`src/rtl/spi_cmd_pkg.sv`:
```
// Shared types and constants for the SPI command decoder.
package spi_cmd_pkg;

  localparam int unsigned ADDR_W_DEFAULT = 6;
  localparam int unsigned BYTE_W         = 8;
  localparam int unsigned OP_W           = 2;
  localparam int unsigned ERR_W          = 4;

  // High nibble of the STATUS response byte
  localparam logic [3:0] STATUS_MAGIC = 4'hA;

  // Opcode field carried in bits [7:6] of the first byte of a frame
  typedef enum logic [OP_W-1:0] {
    OP_NOP    = 2'b00,
    OP_WRITE  = 2'b01,
    OP_READ   = 2'b10,
    OP_STATUS = 2'b11
  } op_e;

  // Decoder FSM states
  typedef enum logic [2:0] {
    ST_IDLE   = 3'd0,
    ST_WRITE  = 3'd1,
    ST_READ   = 3'd2,
    ST_STATUS = 3'd3,
    ST_DROP   = 3'd4
  } state_e;

endpackage

```
`src/rtl/spi_cmd_decoder.sv`:
```
// SPI command decoder: turns an SPI byte stream into register-file writes,
// streamed reads and a status byte.
// Optional feature macro: SPI_CMD_ERRCNT_EN -- when defined, a saturating
// 4-bit counter of illegal NOP opcodes is kept and reported in STATUS.
module spi_cmd_decoder
  import spi_cmd_pkg::*;
#(
  parameter int unsigned ADDR_W = ADDR_W_DEFAULT
) (
  input  logic              clk,
  input  logic              rst_n,
  input  logic              cs_n,
  input  logic [BYTE_W-1:0] rx_data,
  input  logic              rx_valid,
  output logic [BYTE_W-1:0] tx_data,
  output logic              tx_valid,
  input  logic              tx_ack,
  output logic [ADDR_W-1:0] reg_addr,
  output logic [BYTE_W-1:0] reg_wdata,
  output logic              reg_we,
  input  logic [BYTE_W-1:0] reg_rdata
);

  state_e              state_q, state_d;
  logic [ADDR_W-1:0]   cnt_q, cnt_d;
  logic [BYTE_W-1:0]   wdata_q, wdata_d;
  logic                tx_valid_q, tx_valid_d;
  logic                we;
  logic                err_inc;
  logic [ERR_W-1:0]    err_nib;
  op_e                 op;
  logic [ADDR_W-1:0]   op_addr;

  // Opcode byte field split
  assign op      = op_e'(rx_data[BYTE_W-1:BYTE_W-OP_W]);
  assign op_addr = rx_data[ADDR_W-1:0];

  // Next-state, address counter and write-strobe decode; cs_n high wins over everything
  always_comb begin
    state_d = state_q;
    cnt_d   = cnt_q;
    wdata_d = wdata_q;
    we      = 1'b0;
    err_inc = 1'b0;
    if (cs_n) begin
      state_d = ST_IDLE;
    end else begin
      case (state_q)
        ST_IDLE: begin
          if (rx_valid) begin
            case (op)
              OP_WRITE: begin
                state_d = ST_WRITE;
                cnt_d   = op_addr;
              end
              OP_READ: begin
                state_d = ST_READ;
                cnt_d   = op_addr;
              end
              OP_STATUS: begin
                state_d = ST_STATUS;
                cnt_d   = op_addr;
              end
              OP_NOP: begin
                if (op_addr != ADDR_W'(0)) begin
                  state_d = ST_DROP;
                  err_inc = 1'b1;
                end
              end
            endcase
          end
        end
        ST_WRITE: begin
          if (rx_valid) begin
            we      = 1'b1;
            wdata_d = rx_data;
            cnt_d   = cnt_q + ADDR_W'(1);
          end
        end
        ST_READ: begin
          if (tx_ack) begin
            cnt_d = cnt_q + ADDR_W'(1);
          end
        end
        ST_STATUS: begin
          state_d = ST_STATUS;
        end
        ST_DROP: begin
          state_d = ST_DROP;
        end
        default: begin
          state_d = ST_IDLE;
        end
      endcase
    end
    tx_valid_d = (state_d == ST_READ) || (state_d == ST_STATUS);
  end

  // State, counter, held write data and tx_valid registers
  always_ff @(posedge clk or negedge rst_n) begin
    if (!rst_n) begin
      state_q    <= ST_IDLE;
      cnt_q      <= '0;
      wdata_q    <= '0;
      tx_valid_q <= 1'b0;
    end else begin
      state_q    <= state_d;
      cnt_q      <= cnt_d;
      wdata_q    <= wdata_d;
      tx_valid_q <= tx_valid_d;
    end
  end

`ifdef SPI_CMD_ERRCNT_EN
  logic [ERR_W-1:0] err_q, err_d;

  // Saturating count of illegal NOP opcodes
  always_comb begin
    err_d = err_q;
    if (err_inc && (err_q != {ERR_W{1'b1}})) begin
      err_d = err_q + ERR_W'(1);
    end
  end

  // Error counter register, cleared only by reset
  always_ff @(posedge clk or negedge rst_n) begin
    if (!rst_n) begin
      err_q <= '0;
    end else begin
      err_q <= err_d;
    end
  end

  assign err_nib = err_q;
`else
  logic unused_err_inc;
  assign unused_err_inc = err_inc;
  assign err_nib        = '0;
`endif

  // Register-file strobe and data act in the same cycle as the received byte
  assign reg_we    = we;
  assign reg_wdata = wdata_d;
  assign reg_addr  = cnt_q;
  assign tx_valid  = tx_valid_q;
  assign tx_data   = (state_q == ST_READ) ? reg_rdata : {STATUS_MAGIC, err_nib};

endmodule
```
`config.mk`:
```
export PLATFORM = sky130hd
export DESIGN_NAME = spi_cmd_decoder
export DESIGN_NICKNAME = d
export VERILOG_FILES = /design/src/rtl/spi_cmd_pkg.sv /design/src/rtl/spi_cmd_decoder.sv
export SDC_FILE = /design/constraint.sdc
export NUM_CORES = 1
export LEC_CHECK = 0
export CAP_MARGIN = 5
export CORE_MARGIN = 1
export CORE_UTILIZATION = 43
export CTS_CLUSTER_DIAMETER = 50
export DETAILED_ROUTE_END_ITERATION = 16
export HOLD_SLACK_MARGIN = 0.03
export PLACE_DENSITY = 0.84
export SLEW_MARGIN = 20
export SYNTH_ARGS = -nofsm -noshare
export SYNTH_HDL_FRONTEND = slang
export SYNTH_SLANG_ARGS = --single-unit
```
`constraint.sdc`:
```
create_clock -name clk -period 3.3 [get_ports clk]
set_input_delay 0.33 -clock clk [delete_from_list [all_inputs] [get_ports clk]]
set_output_delay 0.33 -clock clk [all_outputs]
set_load 0.005 [all_outputs]
```
==> out/qor.txt <==
Max Fanout on Critical Path - 9
syn avg cell area - 10.9 um^2
Cell Chain, Critical Path - clkdlybuf4s50_1, nor2b_1, nand3_1, mux2_2, clkdlybuf4s50_1
Clock Sinks - 18
Clock Tree Buf Depth - 2
Multi-input gate area - 474 um^2
Clock Pin Slew Worst Setup and Hold Paths - 0.10 ns
area grow syn2layout - 50.1%
grt ovf - 0
Starting Density - 47.2%
fin worst setup slack - 0.678 ns
Final Critical Period - 2.62 ns
Placement Rows - 16
flop-to-flop setup slack - 1.33 ns
Yosys reg bits - 18
RD Place Congestion - 0.726
most common cell after layout, fill and taps aside - clkdlybuf4s50_1
ANT nets after route - 0
drt drc - 0
post-synth net total - 110
actual slew at the worst max-slew pin - 0.779 ns
dpl cell area - 1410 um^2
total power - 0.758 mW
vias per cell - 5.39
Layout Skew - 0.00372 ns
Antenna Cells - 0
kind of critical path - input port to primary output
warnings from Yosys - 0
total core area - 2040 um^2
final core occ - 70.8%
Setup TNS - 0 ns
worst min-delay path category - input port to asynchronous set/reset pin
status - complete, no violations
CP peak stage delay - 0.50 ns
reg-to-reg endpoint - reg_addr[0]
Worst Setup Start Kind - input port
# H-tree levels - 1
CP Capture Type - primary output
post-DP HPWL - 1.68 mm
CP most frequent cell - clkdlybuf4s50_1
number of buffers created by CTS - 3
Max Slew Vio Count - 0
FF-to-FF path depth - 4
FF+latch area - 450 um^2
Final setup viols - 0
Die Wd - 49.3 um
Boundary Pins - 45
post-synthesis sequential area ratio - 46.8%
Post-CTS Resized - 0
first-pass GRT wire length - 3.58 mm
synthesized cell area - 963 um^2
Max Cap Violations - 0
Buf/Inv on CP - 2
Via Count - 862
Crit path max-delay family - buffers and inverters
Peak Freq - 0.381 GHz
Synth cell types - 31
clock tree root driver cell - clkbuf_4
nets - 156
# port buffers - 44
Post CTS Setup Buffer Count - 0
initial drt markers - 14
full die area - 2430 um^2
initial antenna violation count - 0
pin count of the biggest net entering global routing - 19
CTS Hold Bufs - 0
design area - 1450 um^2
Power Density - 524 nW/um^2
Slew HR - 47.9%
Critical Path RT - 2.97 ns
Die Height - 49.3 um
cell count after synthesis - 88
Fin. Hold Viols - 0
most frequent cells in the layout - 44 x clkdlybuf4s50_1, 18 x dfrtp_1, 9 x mux2_2, 6 x and2_1
slowest CP cell - clkdlybuf4s50_1
Placement Setup Slack - 0.708 ns
drt first pass iters - 4
RSZ-0062 raised after global routing - no
Arrival @ worst endpoint - 2.29 ns
VDD IR max - 0.000527 V
Final period util - 79.5%
Clock Latency Late Sink - 0.29 ns
WL/cell - 13.9 um
gr usage total - 19.5%
Leak - 0.590 nW
layout cells sized above 1 - 13.5%
final WL - 2.22 mm
vias in the first global route - 828
worst flop-to-flop path startpoint - state_q[0]
EDFF count, synth - 0
Async SR Flop Fraction - 100%
predominant post-synthesis flop cell - dfrtp_1
CTS tree - yes
Fillers - 168
-- metrics by stage --
stage,hold WS (ns),instances
final,0.485,160
after global routing,0.527,160
after CTS,0.508,160
after detailed placement,0.484,156
after global placement,0.479,156
after floorplan,0.0344,88
-- worst max path at each step --
stage / to / cells past startpoint / start
detailed placement: reg_wdata[4] / 5 / rx_valid
global route: tx_data[0] / 3 / state_q[2]
CTS: reg_wdata[4] / 5 / rx_valid
global placement: reg_wdata[3] / 5 / rx_valid
floorplan: reg_wdata[0] / 4 / state_q[2]
finish: reg_wdata[4] / 5 / rx_valid
-- cell usage after synthesis (2+ instances only) --
master	number	share of area, %
nor2b_1	3	1.9
nor4_1	3	1.9
nor3b_1	2	1.6
mux2i_1	4	4.2
nor3_1	5	2.6
nand3_1	3	1.6
nand2_1	2	0.78
inv_1	3	1.2
and2_1	6	3.9
nor2_1	3	1.2
a21oi_1	2	1.0
nand2b_1	2	1.3
dfrtp_1	18	47
a31oi_1	2	1.3
buf_6	2	2.3
o21ai_0	5	2.6
mux2_2	9	11
-- sequential cells by signal (all words and copies together) (netlist names) --
signal,cells
state_q,3
tx_valid,1
reg_addr,6
wdata_q,8
-- power by group --
group          leakage, nW  internal (mW)  switching [mW]
registers            0.225          0.282          0.0454
clock network       0.0210         0.0672          0.0668
logic                0.344          0.194           0.103
-- layout make-up --
class | instances | area share, %
Multi-Input combinational cell | 64 | 32.8
Clock buffer | 4 | 2.51
Sequential cell | 18 | 31.1
Timing Repair Buffer | 44 | 30.4
Inverter | 3 | 0.779
Tap cell | 27 | 2.34
-- layer usage --
metal	track usage (%)	vias to the layer above	part of all wire (%)
li1	-	415	-
met1	24.2	411	43
met2	33.6	30	49
met3	2.49	6	6.2
met4	8.82	0	2.2
met5	0	-	0
-- cell families after synthesis --
logic type,count (synthesis),synth area share (%)
AO/OA/AOI/OAI,14,10.6
XOR/XNOR,1,0.909
adder cells (fa/ha/maj),1,1.30
buffers and inverters,6,4.03
flip-flops,18,46.8
multiplexers,13,14.7
AND/OR/NAND/NOR,35,21.7
Power figures use the tool's default switching activity.
